$ cat src/rtl/slow_clock_monitor.sv
// slow_clock_monitor
//   Receiving end of the ripple clock-divider chain. It brings a slow or divided
//   clock (for example the /512 tap) into the clk domain, turns its edges into
//   one-cycle ticks, measures the rise-to-rise period and reports whether that
//   period is stable (locked) or has stopped (timeout).
//
//   Optional build macro: SLOW_CLOCK_MONITOR_GLITCH_FILTER_EN
//     When defined, a level change must persist for 3 samples of the synchroniser
//     output before it is accepted. This ignores pulses shorter than 3 clk cycles
//     and raises edge latency from 3 to 5 clk edges.
//
//   Ports
//     clk          in   system clock, the only clock in the block
//     reset_n      in   asynchronous active-low reset
//     slow_in      in   asynchronous slow clock being monitored
//     rise_pulse   out  one-cycle tick per synchronised rising edge
//     fall_pulse   out  one-cycle tick per synchronised falling edge
//     period       out  last measured rise-to-rise period [CNT_W]
//     period_valid out  one-cycle strobe when period updates
//     locked       out  period within TOL for LOCK_CNT consecutive periods
//     timeout      out  no rising edge within 2^CNT_W-1 cycles
module slow_clock_monitor #(
  parameter int CNT_W    = 16,
  parameter int TOL      = 2,
  parameter int LOCK_CNT = 4
) (
  input  logic             clk,
  input  logic             reset_n,
  input  logic             slow_in,
  output logic             rise_pulse,
  output logic             fall_pulse,
  output logic [CNT_W-1:0] period,
  output logic             period_valid,
  output logic             locked,
  output logic             timeout
);
  localparam logic [CNT_W-1:0] CNT_MAX = '1;
  localparam logic [CNT_W-1:0] CNT_ONE = CNT_W'(1);
  localparam int               MW      = $clog2(LOCK_CNT + 1);
  localparam logic [MW-1:0]    LOCK_V  = MW'(LOCK_CNT);
  localparam logic [CNT_W:0]   TOL_V   = (CNT_W + 1)'(TOL);

  typedef enum logic [1:0] {IDLE, ACQUIRE, LOCKED} state_t;

  // ---------------------------------------------------------------- front end
  logic s1_q, s2_q, s3_q;
  logic lvl, rise, fall;
  logic rise_q, fall_q;

`ifdef SLOW_CLOCK_MONITOR_GLITCH_FILTER_EN
  logic h1_q, h2_q;

  always_ff @(posedge clk or negedge reset_n) begin
    if (!reset_n) begin
      h1_q <= 1'b0;
      h2_q <= 1'b0;
    end else begin
      h1_q <= s2_q;
      h2_q <= h1_q;
    end
  end

  // Accept a new level only when three consecutive s2 samples agree; otherwise
  // hold the previous accepted level, which s3 already carries.
  assign lvl = (s2_q == h1_q && h1_q == h2_q) ? s2_q : s3_q;
`else
  assign lvl = s2_q;
`endif

  assign rise = lvl & ~s3_q;
  assign fall = ~lvl & s3_q;

  always_ff @(posedge clk or negedge reset_n) begin
    if (!reset_n) begin
      s1_q   <= 1'b0;
      s2_q   <= 1'b0;
      s3_q   <= 1'b0;
      rise_q <= 1'b0;
      fall_q <= 1'b0;
    end else begin
      s1_q   <= slow_in;
      s2_q   <= s1_q;
      s3_q   <= lvl;
      rise_q <= rise;
      fall_q <= fall;
    end
  end

  // ---------------------------------------------------------- period counter
  // Restarts at 1 on the rise cycle, so at the next rise it holds exactly the
  // distance between the two rise_pulse assertions.
  logic [CNT_W-1:0] cnt_q, cnt_d;

  always_comb begin
    cnt_d = cnt_q;
    if (rise)                 cnt_d = CNT_ONE;
    else if (cnt_q != CNT_MAX) cnt_d = cnt_q + CNT_ONE;
  end

  always_ff @(posedge clk or negedge reset_n) begin
    if (!reset_n) cnt_q <= '0;
    else          cnt_q <= cnt_d;
  end

  // -------------------------------------------------------------- match test
  logic [CNT_W-1:0]        prev_q;
  logic                    have_prev_q;
  logic signed [CNT_W:0]   diff_s;
  logic        [CNT_W:0]   diff_mag;
  logic                    match;
  logic [MW-1:0]           mcnt_q, mcnt_inc;

  assign diff_s   = $signed({1'b0, cnt_q}) - $signed({1'b0, prev_q});
  assign diff_mag = diff_s[CNT_W] ? $unsigned(-diff_s) : $unsigned(diff_s);
  assign match    = have_prev_q && (diff_mag <= TOL_V);
  assign mcnt_inc = mcnt_q + MW'(1);

  // --------------------------------------------------------------------- FSM
  state_t           state_q;
  logic [CNT_W-1:0] period_q;
  logic             pv_q, locked_q, timeout_q;

  always_ff @(posedge clk or negedge reset_n) begin
    if (!reset_n) begin
      state_q     <= IDLE;
      period_q    <= '0;
      prev_q      <= '0;
      have_prev_q <= 1'b0;
      mcnt_q      <= '0;
      pv_q        <= 1'b0;
      locked_q    <= 1'b0;
      timeout_q   <= 1'b0;
    end else begin
      pv_q <= 1'b0;
      case (state_q)
        IDLE: begin
          // First edge only sets the reference; there is no period to report.
          if (rise) begin
            state_q     <= ACQUIRE;
            mcnt_q      <= '0;
            have_prev_q <= 1'b0;
            timeout_q   <= 1'b0;
          end
        end
        ACQUIRE: begin
          if (rise) begin
            period_q    <= cnt_q;
            pv_q        <= 1'b1;
            prev_q      <= cnt_q;
            have_prev_q <= 1'b1;
            if (match) begin
              mcnt_q <= mcnt_inc;
              if (mcnt_inc == LOCK_V) begin
                state_q  <= LOCKED;
                locked_q <= 1'b1;
              end
            end else begin
              mcnt_q <= '0;
            end
          end else if (cnt_q == CNT_MAX) begin
            state_q     <= IDLE;
            timeout_q   <= 1'b1;
            locked_q    <= 1'b0;
            have_prev_q <= 1'b0;
            mcnt_q      <= '0;
          end
        end
        LOCKED: begin
          if (rise) begin
            period_q    <= cnt_q;
            pv_q        <= 1'b1;
            prev_q      <= cnt_q;
            have_prev_q <= 1'b1;
            if (!match) begin
              state_q  <= ACQUIRE;
              mcnt_q   <= '0;
              locked_q <= 1'b0;
            end
          end else if (cnt_q == CNT_MAX) begin
            state_q     <= IDLE;
            timeout_q   <= 1'b1;
            locked_q    <= 1'b0;
            have_prev_q <= 1'b0;
            mcnt_q      <= '0;
          end
        end
        default: state_q <= IDLE;
      endcase
    end
  end

  assign rise_pulse   = rise_q;
  assign fall_pulse   = fall_q;
  assign period       = period_q;
  assign period_valid = pv_q;
  assign locked       = locked_q;
  assign timeout      = timeout_q;

endmodule

$ cat config.mk
export PLATFORM = sky130hd
export DESIGN_NAME = slow_clock_monitor
export DESIGN_NICKNAME = d
export VERILOG_FILES = /design/src/rtl/slow_clock_monitor.sv
export SDC_FILE = /design/constraint.sdc
export NUM_CORES = 1
export LEC_CHECK = 0
export ABC_AREA = 0
export CAP_MARGIN = 30
export CORE_MARGIN = 4
export CORE_UTILIZATION = 45
export CTS_CLUSTER_DIAMETER = 200
export DETAILED_ROUTE_END_ITERATION = 6
export GPL_TIMING_DRIVEN = 0
export PLACE_DENSITY = 0.63
export SYNTH_ARGS = -nofsm -noshare
export SYNTH_HDL_FRONTEND = slang
export SYNTH_SLANG_ARGS = --single-unit
$ cat constraint.sdc
create_clock -name clk -period 6.6 [get_ports clk]
set_input_delay 1.32 -clock clk [delete_from_list [all_inputs] [get_ports clk]]
set_output_delay 1.32 -clock clk [all_outputs]
set_load 0.05 [all_outputs]
# Word level (Yosys, flattened, before mapping)
# Cells that the tools add are included.
# Widths: inputs -> output; s select.
# classes
n_addsub	4
magnitude_cmp	1
eq_ne	12
n_mux	34
n_bitwise	4
n_reduce_logical	13
# ops
operator	count
$mux 16	2
$mux 3	6
$le 17x2->1 const B	1
$mux 17	1
$neg 17->17	1
$sub 16x16->17	1
$add 16x1->16 const B	1
$eq 16x16->1 const B	1
$ne 16x16->1 const B	1
$mux 2	7
$mux 1	13
$reduce_and 4->1	3
$ne 3x3->1 const B	3
$pmux 3 s3	1
$pmux 1 s2	3
$pmux 2 s3	1
$reduce_and 3->1	2
$reduce_bool 2->1	3
$ne 2x2->1 const B	2
$add 3x1->3 const B	1
$eq 3x3->1 const B	1
$ne 3x1->1 const B	1
$reduce_bool 3->1	1
$and 1x1->1	2
other kinds (8)	9
# word_totals
reg_bits	46
input_bits	3
wordCells	81

# Logic depth before layout (Yosys ltp)
# logic_depth
ltp_word	8
depth_mapped	14
depth_no_buf	14

# Least setup slack after synthesis
# No wires, ideal clock.
# synth_path
kind	flip-flop to flip-flop
startpoint	reg period[0] (netlist name)
endpoint	reg state_q[1]
setup_ns	0.126
t_arrival_ns	3.952
t_required_ns	6.474
setup_slack_ns	2.522
path_stages_with_launch	14
n_path_buf	0
synth_period_minus_slack_ns	4.078
path_cell_list	dfrtp_1 ha_1 fa_1 nand2b_2 a211oi_4 o21ai_0 a32oi_1 o2111ai_1 o311a_1 a211oi_1 and4_1 a41oi_2 or2_1 a311o_1
# synth_lines
item	line	text
end signal, assigned	125	state_q <= IDLE;
end signal, assigned	139	state_q <= ACQUIRE;
end signal, assigned	154	state_q <= LOCKED;
end, declared	119	state_t state_q;

# Worst setup path after layout
# layout_path
startpoint	reg cnt_q[0]
endpoint	reg state_q[1]
# layout_via
elab_chain_cells	7
# layout_rtl
item	line	text
start, declared	92	logic [CNT_W-1:0] cnt_q, cnt_d;
start signal, assigned	102	else cnt_q <= cnt_d;
$sub 16x16->17	113	assign diff_s = $signed({1'b0, cnt_q}) - $signed({1'b0, prev_q});
$neg 17->17	114	assign diff_mag = diff_s[CNT_W] ? $unsigned(-diff_s) : $unsigned(diff_s);
$mux 17	114	
$le 17x2->1	115	assign match = have_prev_q && (diff_mag <= TOL_V);
$logic_and 1x1->1	115	
$ne 3x3->1 (no source line)	n/a	
$reduce_and 4->1 (no source line)	n/a	
# Parallel ways exist; a longest one is shown, timed or not.
# A chain may end at the register's enable or synchronous reset.

==> impl_metrics.tcl <==
set metrics [dict create \
    run_status "completed" \
    dr_total_vias 3267 \
    grt_overflow 0 \
    synth_fa_ha_area_share_pct 8.62 \
    slowest_delay_ns 0.43 \
    relSlewSlack_pct 45.1 \
    final-hold-violation-count 0 \
    fin_area_mm2 0.00421 \
    rrSetupSlack_ns 2.07 \
    async_flop_share_pct 100 \
    final_common_cell "nand2_1" \
    gp_congestion 0.865 \
    antennaDiodeCount 0 \
    port_buffers 23 \
    vias_per_cell 5.72 \
    min_period_ns 4.53 \
    cts_root_buffer "clkbuf_8" \
    post-place-ws_ns 2.18 \
    synth_compound_area_share_pct 23.6 \
    synth_top_cell_by_area "dfrtp_1" \
    start_util_pct 47.1 \
    numCtsBuffers 5 \
    reg2regPathDepth 14 \
    hold_start "s1_q" \
    synth_flop_cell "dfrtp_1" \
    synth-simple-area-share_pct 24.4 \
    synth-xor-area-share_pct 5.19 \
    synth_area_mm2 0.00371 \
    fin_crit_sh_pct 68.6 \
    grt_pass1_vias 3235 \
    cp.required_ns 6.80 \
    setup_viol 0 \
    utilization_pct 53.3 \
    avgSynthCellArea_um2 8.50 \
    critPathMaxFanout 5 \
    synth_top_family_by_area "simple AND/OR/NAND/NOR gates" \
    core_area_mm2 0.00789 \
    hold_class "register to register" \
    synthTopCellsByArea "dfrtp_1 (31%), ha_1 (8.1%), nand2_1 (5.2%)" \
    dpl_cell_area_mm2 0.00409 \
    final_cell_mix "nand2_1 (51), dfrtp_1 (46), o21ai_0 (38)" \
    die-area_mm2 0.00977 \
    min_to "lvl" \
    grt_max_degree 29 \
    p_leak_nw 1.83 \
    cts.path.max_buffers 2 \
    crit_family "compound AO/OA/AOI/OAI gates" \
    slew_violations 0 \
    ys_warn_count 0 \
    cts_tree "done" \
    cts_setup_buffers 0 \
    fin_tns_setup_ns 0 \
    hpwl_um 7050 \
    fillers 724 \
    critPathArrivalTime_ns 4.73 \
    synth_nets 465 \
    critPathKind "register to register" \
    antenna_found_initial 0 \
    pin_count 24 \
    clk_latency_ns 0.31 \
    fin_skew_ns 0.00787 \
    rows 32 \
    num-nets-final 496 \
    drt_first_pass_iters 4 \
    routed_wirelength_um 8960 \
    grt_pass1_wl_um 15600 \
    holdPathStages 0 \
    synth-seq-cells 46 \
    yosysSeqAreaShare_pct 31.0 \
    fmax_mhz 221 \
    path_buf_inv 1 \
    fin_ws_ns 2.07 \
    drive_gt1_share_pct 9.59 \
    ant_nets 0 \
    power_density_mw_per_mm2 491 \
    synth_edf_count 0 \
    rsz0062_at_grt "false" \
    ctsResizeCount 0 \
    die_height_um 98.9 \
    ctsHoldBuffers 0 \
    netlist_instances 437 \
    max_cap_viol_count 0 \
    synth_top_area_share_pct 31.0 \
    synth_cell_types 76 \
    clk_pin_slew_ns 0.09 \
    worst_setup_path_start_kind "register" \
    die_w_um 98.9 \
    worst_slew_pin_slew_ns 0.819 \
    timing.hold.ws_ns 0.368 \
    wl_per_cell_um 15.7 \
    yosys-mux-area-fraction_pct 1.11 \
    track_usage_pct 19.2 \
    post-route-drc-count 0 \
    cts_max_level 2 \
    r2r_start "cnt_q[0]" \
    cp_cell_sequence "inv_1, ha_1, fa_1, nand2b_2, a211oi_4, o21ai_0, a32oi_1, o2111ai_1, o311a_1, a211oi_1, and4_1, a41oi_2, or2_1, a311o_1" \
    cp_slowest_cell "dfrtp_1" \
    r2r_end "state_q[1]" \
    ir_drop_mv 0.277 \
    setup.worst_path.end_class "register" \
    clock-sinks 46 \
    syn_to_final_growth_pct 13.2 \
    drt-initial-drc-count 201 \
]
## logic make-up after synthesis
kind of cell,Yosys count
buf+inv,42
simple gates,175
mux,4
flops,46
xor+xnor,22
fa+ha+maj,25
compound gates,123
## sequential cells by signal (all words and copies together), names as in the netlist
| name | count |
|---|---|
| period | 16 |
| fall_pulse | 1 |
| mcnt_q | 3 |
| have_prev_q | 1 |
| cnt_q | 16 |
| timeout | 1 |
| s3_q | 1 |
| locked | 1 |
| state_q | 2 |
| s1_q | 1 |
| rise_pulse | 1 |
| lvl | 1 |
| period_valid | 1 |
## synth_stat cells (4+ instances only)
master     instances
a21oi_2            4
o2111ai_1          4
a211o_1            4
nand2_1           51
a211oi_1           4
nor3_1            12
clkbuf_1           4
nand4_1            5
nor2_1            34
nor4_1             6
inv_1             28
o21ai_0           38
clkbuf_8           4
xor2_1            12
a21oi_1           26
ha_1              24
dfrtp_1           46
nand3_1           14
and2_1             8
and3_1             9
xnor2_1           10
## worst max-delay path by stage
stage / slack [ns] / start / cells after the start / endpoint
floorplan: 2.52 / period[0] / 13 / state_q[1]
global route: 1.71 / cnt_q[0] / 14 / state_q[1]
global placement: 2.22 / cnt_q[0] / 14 / state_q[1]
detailed placement: 2.18 / cnt_q[0] / 14 / state_q[1]
CTS: 2.13 / cnt_q[0] / 14 / state_q[1]
finish: 2.07 / cnt_q[0] / 14 / state_q[1]
## worst register-to-register path, stage by stage (launching register included)
cell	delay, ns
dfrtp_1	0.43
inv_1	0.08
ha_1	0.22
fa_1	0.42
nand2b_2	0.25
a211oi_4	0.31
o21ai_0	0.19
a32oi_1	0.41
o2111ai_1	0.29
o311a_1	0.41
a211oi_1	0.32
and4_1	0.29
a41oi_2	0.18
or2_1	0.28
a311o_1	0.35
## per-stage QoR
step | power (mW) | std cells
after floorplan | 1.51 | 437
after global placement | 1.80 | 562
after detailed placement | 1.82 | 563
after CTS | 2.06 | 571
after global routing | 2.26 | 571
final | 2.07 | 571
## layout make-up
| cell class | instances | area, um^2 | share of cell area, % |
|---|---|---|---|
| Clock buffer | 5 | 68.8 | 1.64 |
| Clock inverter | 3 | 48.8 | 1.16 |
| Inverter | 29 | 109 | 2.59 |
| Multi-Input combinational cell | 349 | 2340 | 55.6 |
| Buffer | 13 | 116 | 2.77 |
| Timing Repair Buffer | 24 | 245 | 5.83 |
| Sequential cell | 46 | 1150 | 27.4 |
| Tap cell | 102 | 128 | 3.03 |
## layer usage
metal | vias up | part of all wire [%] | GRT usage (%)
met5 | - | 0 | 0
met4 | 0 | 0.93 | 3.99
met3 | 10 | 3.6 | 2.83
met2 | 67 | 45 | 30.5
met1 | 1535 | 50 | 27.8
li1 | 1655 | - | -
## power breakdown
group	switching (mW)	internal, mW	total [mW]
Clock	0.110	0.116	0.225
Combinational	0.917	0.566	1.48
Sequential	0.0376	0.319	0.356
Total	1.06	1.00	2.07
Power figures use the tool's default switching activity.
==> variant 1: new RTL, same flow settings <==
The parameter `LOCK_CNT` goes from 4 to 8.
--- a/src/rtl/slow_clock_monitor.sv
+++ b/src/rtl/slow_clock_monitor.sv
@@ -22,7 +22,7 @@
 module slow_clock_monitor #(
   parameter int CNT_W    = 16,
   parameter int TOL      = 2,
-  parameter int LOCK_CNT = 4
+  parameter int LOCK_CNT = 8
 ) (
   input  logic             clk,
   input  logic             reset_n,
Check against the original RTL: no difference found for any inputs over 10 cycles, from zero or initial values and one cycle with reset_n low; that may be too few to reach the edited logic, so the function may still have changed.
==> variant 1 against the unedited design <==
Design area up 8.0%; critical path type unchanged; highest routed layer unchanged; synthesized area up 8.1%; setup slack better by 0.023 ns; total power up 11%; critical endpoint is now locked; fmax up 0.50%; wire length up 15%; clock skew up 0.0017 ns; combinational power up 13%; sequential cell count up 1.
==> variant 1: results (changes against the unedited design) <==
finish:
  n_fill_cell: 835  # +15%
  n_antenna_cell: 0  # unchanged
  finalNonFillerCells: 625  # +9.5%
  nets: 543  # +9.5%
  drive_gt1_share_pct: 11.0  # +1.4 points
setup_path:
  worst-setup-path-type: "register to register"
  worstReg2RegEnd: "locked"
  r2r_start: "cnt_q[0]"
  reg2regPathDepth: 14  # unchanged
  crit_arrival_ns: 4.73  # about the same
  cp_max_fo: 10  # +5
  r2r_slack_ns: 2.09  # +0.02 ns
timing:
  hold_viol: 0  # unchanged
  setup_tns_ns: 0  # unchanged
  worst_pin_slew_ns: 0.770  # -0.0486 ns
  hold_ws_ns: 0.361  # -0.00714 ns
  fin_skew_ns: 0.00960  # +0.00173 ns
clock_tree:
  clockBufferDepth: 2  # unchanged
  h-tree-depth: 2  # unchanged
  cts-root-buf: "clkbuf_8"
  clk_pin_slew_ns: 0.09  # about the same
  cts_setup_buffers: 0  # unchanged
  numCtsBuffers: 5  # unchanged
  ctsResizeCount: 0  # unchanged
  worstSkewPairLatency_ns: 0.31  # about the same
pwr:
  ir_drop_mv: 0.248  # -10%
  switchingPower_mw: 1.16  # +9.4%
  leakagePower_nw: 1.98  # +8.1%
synth:
  ys.flop_type: "dfrtp_1"
  synth_fp_nets: 511  # +9.9%
  async_flop_share_pct: 100  # unchanged
  synth_area_leaders: "dfrtp_1, ha_1, nand2_1"
  yosysSeqAreaShare_pct: 29.3  # -1.7 points
  synthCells: 484  # +11%
  synth_commonest_cells: "nand2_1, dfrtp_1, o21ai_0"
  yosysWarnings: 0  # unchanged
  yosysUniqueCellTypes: 82  # +7.9%
min_path:
  hp-start: "s1_q"
  hold_depth: 0  # unchanged
  worstHoldEndpoint: "lvl"
  hold_path_class: "register to register"
place:
  dpl.cell_count: 617  # +9.6%
  dp_hpwl_mm: 7.99  # +13%
  portBuffers: 23  # unchanged
  place_congestion: 0.884  # +2.1%
route:
  antenna_left: 0  # unchanged
  drt_first_pass_iters: 5  # +1
  routed_wl_mm: 10.3  # +15%
  first_iter_violations: 197  # -2.0%
  via_per_inst: 5.98  # +4.6%
global_route:
  grt_max_degree: 41  # +41%
  grt_use_total_pct: 20.8  # +1.6 points
  grt_pass1_wl_mm: 17.5  # +12%
  antenna_found_initial: 0  # unchanged
  grt_pass1_vias: 3517  # +8.7%
run_status:
  status: "finished, final reports clean"
variant 1: power groups by stage:
stage | Combinational (mW) | Clock (mW) | Sequential [mW]
6_report | 1.67 | 0.258 | 0.358
5_1_grt | 1.84 | 0.277 | 0.365
4_1_cts | 1.65 | 0.267 | 0.359
3_5_place_dp | 1.64 | 0 | 0.365
3_3_place_gp | 1.63 | 0 | 0.363
2_1_floorplan | 1.25 | 0 | 0.411
variant 1: worst max-delay path, cell delays in order, from the launching register on:
cell and delay [ns]:
dfrtp_1 0.38, inv_1 0.08, ha_1 0.22, fa_1 0.45, nand2b_1 0.27, a211oi_4 0.41
nor2_2 0.10, o31ai_4 0.52, o21ai_1 0.15, a311oi_1 0.24, o22ai_1 0.14, nor4_1 0.67
a21boi_0 0.35, o221a_2 0.32, o21ai_0 0.14
variant 1: per-layer routing:
layer	up-vias	wire [um]	track usage [%]
met2	94	4460	29.9
li1	1850	-	-
met3	7	516	3.28
met4	0	72	4.84
met1	1788	5240	32.3
met5	-	0	0
variant 1: layout make-up:
| type | instances | share of cell area (%) |
|---|---|---|
| timing repair buffer | 25 | 5.51 |
| multi-input combinational | 392 | 57.4 |
| clock buffer | 5 | 1.52 |
| clock inverter | 3 | 1.57 |
| tap | 108 | 2.98 |
| buffer | 21 | 3.11 |
| inverter | 24 | 1.98 |
| sequential | 47 | 25.9 |
variant 1: worst max path at each step:
stage                            to  slack (ns)  cells after the start
after floorplan           mcnt_q[0]        2.57                     13
after global placement       locked        2.16                     14
after detailed placement     locked        2.14                     14
after CTS                    locked        2.12                     14
after global routing         locked        1.82                     14
final                        locked        2.09                     14
variant 1: stage by stage:
stage / instance area, sq um / utilization, %
detailed placement: 4400 / 50.5
CTS: 4540 / 52.1
global route: 4540 / 52.1
finish: 4540 / 52.1
global placement: 4380 / 50.2
floorplan: 4020 / -
variant 1: cell families (layout without fill, tap and decap cells):
logic type               after synthesis  after routing  synth area share, %
buffers and inverters                 45             78                 5.77
AND/OR/NAND/NOR                      195            195                 24.4
adder cells (fa/ha/maj)               24             24                 7.67
XOR/XNOR                              20             20                 4.74
AO/OA/AOI/OAI                        149            149                 27.1
flip-flops                            47             47                 29.3
multiplexers                           4              4                 1.03
==> variant 2: new RTL, same flow settings <==
Without the edit above. Remove the register `rise_q`: a continuous assignment takes its place, so the output `rise_pulse` follows one clock earlier.
--- a/src/rtl/slow_clock_monitor.sv
+++ b/src/rtl/slow_clock_monitor.sv
@@ -75,16 +75,16 @@
       s1_q   <= 1'b0;
       s2_q   <= 1'b0;
       s3_q   <= 1'b0;
-      rise_q <= 1'b0;
       fall_q <= 1'b0;
     end else begin
       s1_q   <= slow_in;
       s2_q   <= s1_q;
       s3_q   <= lvl;
-      rise_q <= rise;
       fall_q <= fall;
     end
   end
+
+  assign rise_q = rise;
 
   // ---------------------------------------------------------- period counter
   // Restarts at 1 on the rise cycle, so at the next rise it holds exactly the
Formal check against the unedited RTL: not equivalent (a bounded check fails within 4 cycles, from zero or initial values and one cycle with reset_n low).
==> variant 2 against the unedited design <==
Synthesized area shrank 0.67%; sequential cell count shrank 1; global-route usage increased by 0.24 points; sequential power shrank 2%; total power up 0.19%; critical path type unchanged; non-clock buffer count is the same; setup slack worse by 0.063 ns; design area down 0.59%; highest routed layer unchanged; wire length is 2.1% higher.
==> variant 2: results (changes against the unedited design) <==
run_status:
  status: "finished, final reports clean"
synth:
  yosysSeqAreaShare_pct: 30.5  # -0.47 points
  synth_area_per_cell_sq_um: 8.46  # -0.45%
  synth_fp_nets: 464  # -0.22%
  synth_area_leaders: "dfrtp_1, ha_1, nand2_1"
  synth_commonest_cells: "nand2_1, dfrtp_1, o21ai_0"
global_route:
  grt_use_total_pct: 19.4  # +0.24 points
  grt_pass1_vias: 3175  # -1.9%
  grt_pass1_wl_mm: 15.6  # -0.26%
  grt_max_degree: 28  # -3.4%
route:
  first_iter_violations: 213  # +6.0%
  routed_wl_mm: 9.15  # +2.1%
  wl_per_cell_um: 16.0  # +2.3%
  vias: 3301  # +1.0%
timing:
  slew_headroom_pct: 41.9  # -3.2 points
finish:
  n_fill_cell: 762  # +5.2%
  nets: 495  # -0.20%
  drive_gt1_share_pct: 9.62  # +0.021 points
place:
  place_ws_ns: 2.17  # -0.00314 ns
  place_congestion: 0.867  # +0.13%
  dp_hpwl_mm: 7.11  # +0.79%
  dpl.cell_count: 562  # -0.18%
clock_tree:
  clockBufferDepth: 2  # unchanged
pwr:
  ir_drop_mv: 0.260  # -6.0%
  switchingPower_mw: 1.07  # +0.94%
  leakagePower_nw: 1.82  # -0.70%
[variant 2: changes by cell type in the layout (fill, tap and decap cells not counted), sizes merged]
cell	delta
dfrtp	-1
[variant 2: power by group through the flow]
stage / Combinational (mW) / Sequential (mW) / Clock, mW
2_1_floorplan: 1.10 / 0.407 / 0
3_3_place_gp: 1.45 / 0.354 / 0
3_5_place_dp: 1.46 / 0.354 / 0
4_1_cts: 1.48 / 0.349 / 0.229
5_1_grt: 1.66 / 0.358 / 0.241
6_report: 1.50 / 0.349 / 0.221
[variant 2: kinds of logic (layout without fill, tap and decap cells)]
family,count (synthesis),count (layout),share of synthesized area [%]
xor gates and xnor gates,22,22,5.22
DFF,45,45,30.5
AOI/OAI and AO/OA,123,123,23.8
muxes,4,4,1.12
adders and majority gates,25,25,8.68
and+or+nand+nor,175,175,24.6
buffers and inverters,42,74,6.10
[variant 2: layout make-up]
cell class | count | area, sq um | share of cell area (%)
clock buffer | 5 | 68.8 | 1.65
multi-input combinational | 349 | 2340 | 55.9
sequential | 45 | 1130 | 26.9
buffer | 13 | 116 | 2.78
clock inverter | 3 | 48.8 | 1.17
inverter | 29 | 109 | 2.60
timing repair buffer | 24 | 245 | 5.87
tap | 102 | 128 | 3.05
[variant 2: worst paths after layout]
path / from / to / slack (ns)
min in group asynchronous: reset_n / cnt_q[12] / 0.94
worst min-delay path: s1_q / lvl / 0.36
worst min register to register: s1_q / lvl / 0.36
max in group asynchronous: reset_n / mcnt_q[1] / 5.15
worst max register to register: cnt_q[0] / state_q[1] / 2.01
worst max-delay path: cnt_q[0] / state_q[1] / 2.01
[variant 2: stage by stage]
stage / hold slack [ns] / util, %
2_1_floorplan: 0.331 / -
3_3_place_gp: 0.341 / 51.6
3_5_place_dp: 0.340 / 51.8
4_1_cts: 0.367 / 53.3
5_1_grt: 0.379 / 53.3
6_report: 0.361 / 53.3
[variant 2: per-layer routing]
layer | part of all wire (%) | global-route usage (%)
met1 | 49 | 28.2
met2 | 46 | 30.9
met3 | 4.0 | 2.90
met4 | 0.84 | 4.10
met5 | 0 | 0
[variant 2: worst register-to-register path, cell delays in order (launching register included)]
cell and delay (ns):
dfrtp_1 0.42, inv_1 0.07, ha_1 0.22, fa_1 0.41, nand2b_2 0.25, a211oi_4 0.31
o21ai_0 0.20, a32oi_1 0.40, o2111ai_1 0.31, o311a_1 0.43, a211oi_1 0.32, and4_1 0.31
a41oi_2 0.19, or2_1 0.29, a311o_1 0.35
